<file path="src/rtl/vga_pkg.sv">
// VGA timing constants shared by the video pipeline.
package vga_pkg;

    localparam int H_TOTAL = 1650;

endpackage

</file>
<file path="src/rtl/vram_pkg.sv">
// Shared types and default widths for VRAM access.
package vram_pkg;

    localparam int VRAM_ADDR_W = 12;
    localparam int VRAM_DATA_W = 8;

    typedef enum logic [1:0] {
        OWN_NONE,
        OWN_DISP,
        OWN_CPU
    } owner_t;

    typedef enum logic {
        ARB_ACTIVE,
        ARB_BLANK
    } arb_state_t;

endpackage

</file>
<file path="src/rtl/arb_wait_cnt.sv">
// Saturating wait counter; flags when the waiter has been held off LIMIT cycles.
module arb_wait_cnt #(
    parameter int LIMIT = 1650
) (
    input  logic clk,
    input  logic rst_n,
    input  logic wait_i,
    input  logic clr_i,
    output logic starve_o
);

    localparam int CW = $clog2(LIMIT + 1);

    logic [CW-1:0] cnt_q, cnt_d;
    logic          starve_q;

    always_comb begin
        cnt_d = cnt_q;
        if (clr_i) begin
            cnt_d = '0;
        end else if (wait_i && cnt_q != CW'(LIMIT)) begin
            cnt_d = cnt_q + 1'b1;
        end
    end

    always_ff @(posedge clk or negedge rst_n) begin
        if (!rst_n) begin
            cnt_q    <= '0;
            starve_q <= 1'b0;
        end else begin
            cnt_q    <= cnt_d;
            starve_q <= (cnt_d == CW'(LIMIT));
        end
    end

    assign starve_o = starve_q;

endmodule

</file>
<file path="src/rtl/vram_arbiter.sv">
// Two-port VRAM arbiter: display owns the RAM during active video,
// blanking shares it round-robin with the CPU.
module vram_arbiter
    import vram_pkg::*;
    import vga_pkg::*;
#(
    parameter int ADDR_W       = VRAM_ADDR_W,
    parameter int DATA_W       = VRAM_DATA_W,
    parameter int STARVE_LIMIT = H_TOTAL
) (
    input  logic              clk,
    input  logic              rst_n,
    input  logic              hblnk,
    input  logic              vblnk,
    input  logic              disp_req,
    input  logic [ADDR_W-1:0] disp_addr,
    output logic              disp_gnt,
    output logic [DATA_W-1:0] disp_rdata,
    output logic              disp_rvalid,
    input  logic              cpu_req,
    input  logic              cpu_we,
    input  logic [ADDR_W-1:0] cpu_addr,
    input  logic [DATA_W-1:0] cpu_wdata,
    output logic              cpu_gnt,
    output logic [DATA_W-1:0] cpu_rdata,
    output logic              cpu_rvalid,
    output logic              mem_en,
    output logic              mem_we,
    output logic [ADDR_W-1:0] mem_addr,
    output logic [DATA_W-1:0] mem_wdata,
    input  logic [DATA_W-1:0] mem_rdata,
    output logic              cpu_starve
);

    arb_state_t        state_q;
    owner_t            last_q, win_d, tag_q, tag_d;
    logic              blank_q;
    logic              disp_gnt_q, cpu_gnt_q;
    logic              mem_en_q, mem_we_q;
    logic [ADDR_W-1:0] mem_addr_q;
    logic [DATA_W-1:0] mem_wdata_q;

    // Display always wins while active; in blanking, contention alternates.
    always_comb begin
        win_d = OWN_NONE;
        if (disp_req && cpu_req) begin
            if (state_q == ARB_BLANK && last_q != OWN_CPU) begin
                win_d = OWN_CPU;
            end else begin
                win_d = OWN_DISP;
            end
        end else if (disp_req) begin
            win_d = OWN_DISP;
        end else if (cpu_req) begin
            win_d = OWN_CPU;
        end
    end

    // Owner of the read on the RAM port this cycle; writes return nothing.
    always_comb begin
        tag_d = OWN_NONE;
        if (disp_gnt_q) begin
            tag_d = OWN_DISP;
        end else if (cpu_gnt_q && !mem_we_q) begin
            tag_d = OWN_CPU;
        end
    end

    always_ff @(posedge clk or negedge rst_n) begin
        if (!rst_n) begin
            blank_q     <= 1'b0;
            state_q     <= ARB_ACTIVE;
            last_q      <= OWN_DISP;
            disp_gnt_q  <= 1'b0;
            cpu_gnt_q   <= 1'b0;
            mem_en_q    <= 1'b0;
            mem_we_q    <= 1'b0;
            mem_addr_q  <= '0;
            mem_wdata_q <= '0;
            tag_q       <= OWN_NONE;
        end else begin
            blank_q <= hblnk | vblnk;
            unique case (state_q)
                ARB_ACTIVE: if (blank_q)  state_q <= ARB_BLANK;
                ARB_BLANK:  if (!blank_q) state_q <= ARB_ACTIVE;
                default:    state_q <= ARB_ACTIVE;
            endcase
            disp_gnt_q <= (win_d == OWN_DISP);
            cpu_gnt_q  <= (win_d == OWN_CPU);
            mem_en_q   <= (win_d != OWN_NONE);
            mem_we_q   <= (win_d == OWN_CPU) && cpu_we;
            if (win_d == OWN_DISP) begin
                mem_addr_q <= disp_addr;
            end else if (win_d == OWN_CPU) begin
                mem_addr_q  <= cpu_addr;
                mem_wdata_q <= cpu_wdata;
            end
            if (win_d != OWN_NONE) begin
                last_q <= win_d;
            end
            tag_q <= tag_d;
        end
    end

    arb_wait_cnt #(
        .LIMIT(STARVE_LIMIT)
    ) u_wait_cnt (
        .clk     (clk),
        .rst_n   (rst_n),
        .wait_i  (cpu_req && !cpu_gnt_q),
        .clr_i   (cpu_gnt_q),
        .starve_o(cpu_starve)
    );

    assign disp_gnt    = disp_gnt_q;
    assign cpu_gnt     = cpu_gnt_q;
    assign mem_en      = mem_en_q;
    assign mem_we      = mem_we_q;
    assign mem_addr    = mem_addr_q;
    assign mem_wdata   = mem_wdata_q;
    assign disp_rvalid = (tag_q == OWN_DISP);
    assign cpu_rvalid  = (tag_q == OWN_CPU);
    assign disp_rdata  = disp_rvalid ? mem_rdata : '0;
    assign cpu_rdata   = cpu_rvalid ? mem_rdata : '0;

endmodule

</file>
<file path="config.mk">
export PLATFORM = sky130hd
export DESIGN_NAME = vram_arbiter
export DESIGN_NICKNAME = d
export VERILOG_FILES = /design/src/rtl/vga_pkg.sv /design/src/rtl/vram_pkg.sv /design/src/rtl/arb_wait_cnt.sv /design/src/rtl/vram_arbiter.sv
export SDC_FILE = /design/constraint.sdc
export NUM_CORES = 1
export LEC_CHECK = 0
export CORE_ASPECT_RATIO = 2
export CORE_MARGIN = 1
export CORE_UTILIZATION = 40
export CTS_CLUSTER_DIAMETER = 120
export CTS_CLUSTER_SIZE = 12
export DETAILED_ROUTE_END_ITERATION = 16
export PLACE_DENSITY = 0.74
export SLEW_MARGIN = 20
export SYNTH_ARGS = -nofsm -noshare
export SYNTH_HDL_FRONTEND = slang
export SYNTH_SLANG_ARGS = --single-unit
</file>
<file path="constraint.sdc">
create_clock -name clk -period 2.45 [get_ports clk]
set_input_delay 0.49 -clock clk [delete_from_list [all_inputs] [get_ports clk]]
set_output_delay 0.49 -clock clk [all_outputs]
set_load 0.01 [all_outputs]
</file>
### Word-level counts from Yosys, hierarchy flattened

Index checks and enable logic that the tools add are counted.

| storage, ports and cells | value |
|---|---|
| flip-flop bits (word level) | 42 |
| output and inout port bits | 43 |
| logic and storage cells | 46 |

| operators by class | value |
|---|---|
| add/sub/neg operators | 1 |
| eq/ne operators | 7 |
| muxes and demuxes | 13 |
| bitwise operators | 2 |
| reduce and logical (&&, ||, !) cells | 11 |

Operators by type and width:

| kind | number |
|---|---|
| 2-to-1 mux 12 bit | 2 |
| 2-to-1 mux 11 bit | 2 |
| 2-to-1 mux 8 bit | 2 |
| 2-to-1 mux 2 bit | 6 |
| adder 11 x 1 -> 11 bit (second input constant) | 1 |
| equality test 11 bit (second input constant) | 1 |
| inequality test 11 bit (second input constant) | 1 |
| logical AND 1 bit | 6 |
| equality test 2 x 1 -> 1 bit (second input constant) | 2 |
| equality test 2 bit (second input constant) | 2 |
| nonzero test 2 bit | 2 |
| zero test 1 bit | 2 |
| inequality test 2 bit (second input constant) | 1 |
| AND reduction 2 bit | 1 |
| 2-to-1 mux 1 bit | 1 |
| NOT 1 bit | 1 |
| OR 1 bit | 1 |

### Depth between registers and ports, before layout

| logic depth | value |
|---|---|
| word-level depth | 7 |
| depth in mapped cells | 7 |
| gate-level depth less buffers | 7 |

### By module

From an unflattened synthesis, not the netlist that was laid out.

| unflattened totals | value |
|---|---|
| cell total of the unflattened synthesis | 179 |
| area total of the unflattened synthesis | 2031.9 sq um |

Modules (own cells, without submodules):

| module | instances | cells an instance | area an instance (sq um) | seq. area each (sq um) |
|---|---|---|---|---|
| vram_arbiter | 1 | 102 | 1322.5 | 752.0 |
| arb_wait_cnt | 1 | 77 | 709.4 | 300.3 |

### Worst setup path before layout

Ideal clock, no wire load.

| timing | value |
|---|---|
| path type | flip-flop to flip-flop |
| from | reg u_wait_cnt.cnt_q[0] |
| to | reg u_wait_cnt.starve_q (netlist: u_wait_cnt.starve_o) |
| arrival time | 1.478 ns |
| setup slack | 0.876 ns |
| stages on the path, launching flop included | 8 |
| path buffers | 0 |
| period minus slack after synthesis | 1.574 ns |
| path through | dfrtp_1 > inv_1 > ha_1 > and4bb_4 > a41oi_4 > nor3b_2 > o21ai_1 > nor4_2 |

| on the way | value |
|---|---|
| cells in the longest elaborated chain, start to end | 5 |
| elaborated cells on any way between the ends | 6 |
| those cells by class | 1 x add/sub; 2 x eq/ne; 2 x mux; 1 x reduce/logical |

RTL lines:

| element | RTL line | RTL |
|---|---|---|
| from (decl) | arb_wait_cnt.sv:14 | `logic [CW-1:0] cnt_q, cnt_d;` |
| from (signal assigned) | arb_wait_cnt.sv:31 | `cnt_q <= cnt_d;` |
| parallel branches: the longest is 2 deep, another holds adder 11 x 1 -> 11 bit | - |  |
| 2-to-1 mux 11 bit * | arb_wait_cnt.sv:21 | `end else if (wait_i && cnt_q != CW'(LIMIT)) begin` |
| 2-to-1 mux 11 bit * | arb_wait_cnt.sv:19 | `if (clr_i) begin` |
| equality test 11 bit * | arb_wait_cnt.sv:32 | `starve_q <= (cnt_d == CW'(LIMIT));` |
| to (signal assigned) | arb_wait_cnt.sv:32 |  |
| to (decl) | arb_wait_cnt.sv:15 | `logic starve_q;` |

Mark *: on every way between the ends.
A chain may end at the register's enable or synchronous reset.

### Final worst setup path

| timing | value |
|---|---|
| from | reg tag_q[0] |
| to | out cpu_rdata[7] |

| on the way | value |
|---|---|
| cells in the longest elaborated chain, start to end | 2 |

RTL lines:

| element | RTL line | RTL |
|---|---|---|
| from (decl) | vram_arbiter.sv:36 | `owner_t last_q, win_d, tag_q, tag_d;` |
| from (signal assigned) | vram_arbiter.sv:101 | `tag_q <= tag_d;` |
| equality test 2 bit | vram_arbiter.sv:122 | `assign cpu_rvalid = (tag_q == OWN_CPU);` |
| 2-to-1 mux 8 bit | vram_arbiter.sv:124 | `assign cpu_rdata = cpu_rvalid ? mem_rdata : '0;` |
| to (decl) | vram_arbiter.sv:25 | `output logic [DATA_W-1:0] cpu_rdata,` |

No other way between the ends.

==> run_results.csv <==
group,metric,value,unit
clocking,cts_max_level,2,
critical_path,critical-path-slowest-cell,"clkdlybuf4s50_1",
sta,timing.fmax,0.441,GHz
die,die_area,5620,µm²
routing,vias_per_cell,5.38,
routing,drt-met1-wl,1.75,mm
synth,yosys_warnings,0,
layout,stdcell_count,343,
clocking,cts.sinks,42,
sta,setup_tns,0,ps
die,coreArea,5140,µm²
layout,area_delta_synth_final,50.0,%
global_routing,grt-ovfl-total,0,
synth,syn_inst,193,
routing,drc_errors,0,
critical_path,endpoint_kind,"primary output",
routing,routed-wl-met2,3.13,mm
placed_design,routabilityCongestion,0.823,
sta,setup-violations-final,0,
routing,first_pass_iters,4,
layout,seq_area,1050,µm²
critical_path,critPathLaunchType,"flop",
clocking,hold_buffers,0,
routing,top_layer,"met4",
synth,ys.flop_type,"dfrtp_1",
layout,fill_cells,444,
layout,multi_input_area,992,µm²
placed_design,dp_cells,335,
die,dieWidth,53.5,µm
critical_path,critPathMaxFanout,9,
routing,final_antenna_net_count,0,
clocking,clk_pin_slew,90,ps
routing,dr_wl_met3,214,µm
sta,report.final.slew_viol_count,0,
routing,wl_per_cell,15.4,µm
sta,period_needed,2270,ps
synth,synth.yosys.seq_area_share,49.6,%
global_routing,grt_pass1_vias,1914,
global_routing,grt_pass1_wl,8.85,mm
clocking,root_buffer,"clkbuf_8",
routing,vias,1847,
sta,maxSlewHeadroom,69.4,%
layout,final_util,61.9,%
clocking,cts_tree,"done",
synth,syn-num-nets,242,
clocking,clock_latency,300,ps
clocking,cts_setup_buffers,0,
die,pin_count,90,
job,cap_viol_max_count,0,
layout,fin_nets,333,
power_and_ir_drop,powerDensity,559,nW/µm²
sta,worst_pin_slew,458,ps
clocking,cts_buffers,5,
synth,netlist_area,2120,µm²
critical_path,criticalPathCategory,"reg2out",
synth,ys_ff_latch,42,
layout,drive_above_1_share,15.8,%
synth,async_flop_share,100,%
placed_design,port_buffers,89,
routing,finalWirelength,5.28,mm
sta,fin_worst_skew,13.5,ps
sta,finalHoldViolCount,0,
critical_path,worstPathArrival,1780,ps
die,rows,37,
sta,finalCritPeriodShare,92.6,%
outcome,status,"completed",
sta,rsz0062_at_grt,"false",
global_routing,antenna_found_initial,0,
power_and_ir_drop,peakVddDrop,0.000485,V
critical_path,slowest_delay,530,ps
synth,synth_cell_types,40,
clocking,post_cts_resized,0,
min_path,hp-class,"in2async",
power_and_ir_drop,p_leak,1.34,nW
critical_path,path_cells,"nor2b_1 -> and2_1 -> clkdlybuf4s50_1",
synth,synth-edff-count,0,
global_routing,grt_max_degree,22,
layout,num_antenna_cells,0,
synth,syn-mean-instance-area,11.0,µm²
global_routing,groute.usage.overall,21.5,%
placed_design,hpwlAfterDp,4.14,mm
critical_path,required,1960,ps
die,floorplan.initialDensity,41.3,%
clocking,cts_buffer_depth,2,
routing,drtIter0Drc,29,
die,die_h,105,µm
==> per-layer routing <==
layer,global-route usage (%),up-vias
li1,-,860
met3,2.91,15
met5,0,-
met2,39.4,75
met4,11.3,0
met1,21.6,897
==> cell usage after synthesis, drive strengths merged (2+ instances only) <==
library cell	n	area, µm²
and3	3	18.8
buf	7	40.0
nand2	20	75.1
nor3	3	15.0
or2	2	12.5
and4	2	20.0
o21ai	2	10.0
nand4	6	37.5
nor3b	2	20.0
inv	5	18.8
xnor2	5	43.8
nand3	2	10.0
nor2	13	48.8
mux2i	12	120
nor2b	3	18.8
and2	17	106
xor2	3	26.3
mux2	9	101
a21oi	3	15.0
o221a	12	135
clkbuf	5	18.8
ha	2	25.0
and2b	2	15.0
dfrtp	41	1030
==> worst max-delay path, delay by kind of cell, from the launching register on <==
kind                   cells  cell delay [ps]
buffers and inverters      1              530
flip-flops                 1              380
AND/OR/NAND/NOR            2              570
==> cell usage in the layout (no fill, tap or decap), drive strengths merged, types with 3 or more instances in the layout <==
master / n
nand4: 6
nand2: 20
xor2: 3
inv: 5
and3: 3
o221a: 12
mux2i: 12
xnor2: 5
nor2b: 3
a21oi: 3
buf: 8
clkbuf: 5
nor3: 3
and2: 17
nor2: 13
clkdlybuf4s50: 88
dfrtp: 41
mux2: 9
==> final timing paths <==
check / startpoint / endpoint / slack, ps / depth (start not counted)
max: tag_q[0] / cpu_rdata[7] / 180 / 3
max reg2reg: u_wait_cnt.cnt_q[0] / u_wait_cnt.starve_o / 690 / 7
max in group asynchronous: rst_n / last_q[0] / 1740 / 2
min reg2reg: blank_q / state_q / 350 / 0
min: rst_n / u_wait_cnt.cnt_q[5] / 120 / 1
min in group clk: blank_q / state_q / 350 / 0
==> area by class of cell <==
class	instances	share of cell area (%)
clock buffers	5	2.16
clock inverters	3	1.26
inverters	5	0.590
multi-input cells	134	31.2
flip-flops and latches	42	33.1
well taps	58	2.28
repair buffers	96	29.5
==> report_power, final <==
group	leakage (nW)	internal (mW)	total (mW)	switching, mW
registers	0.512	0.759	0.800	0.0404
clock network	0.0579	0.300	0.535	0.235
logic	0.767	0.269	0.444	0.175
==> flip-flops by register name, summed over array words and instances (netlist names), 2 cells and up <==
register	flops
last_q	2
mem_addr	12
mem_wdata	8
tag_q	2
u_wait_cnt.cnt_q	11
==> stage by stage <==
| stage | total power, mW | setup slack [ps] | instance area (µm²) | hold slack (ps) |
|---|---|---|---|---|
| 2_1_floorplan | 0.994 | 876 | 2120 | 194 |
| 3_3_place_gp | 1.25 | 308 | 3070 | 335 |
| 3_5_place_dp | 1.26 | 193 | 3070 | 336 |
| 4_1_cts | 1.79 | 151 | 3180 | 126 |
| 5_1_grt | 1.87 | 51.5 | 3180 | 147 |
| 6_report | 1.78 | 182 | 3180 | 125 |
==> cell families (layout without fill, tap and decap cells) <==
logic type                 after synthesis  in the layout  synth area share [%]
xor gates and xnor gates                 8              8                  3.30
muxes                                   21             21                  10.4
AOI/OAI and AO/OA                       24             24                  11.0
buffers and inverters                   17            109                  3.66
adders and majority gates                2              2                  1.18
DFF                                     42             42                  49.6
and+or+nand+nor                         79             79                  20.9
Note: power is estimated with default switching activity, not from simulation.
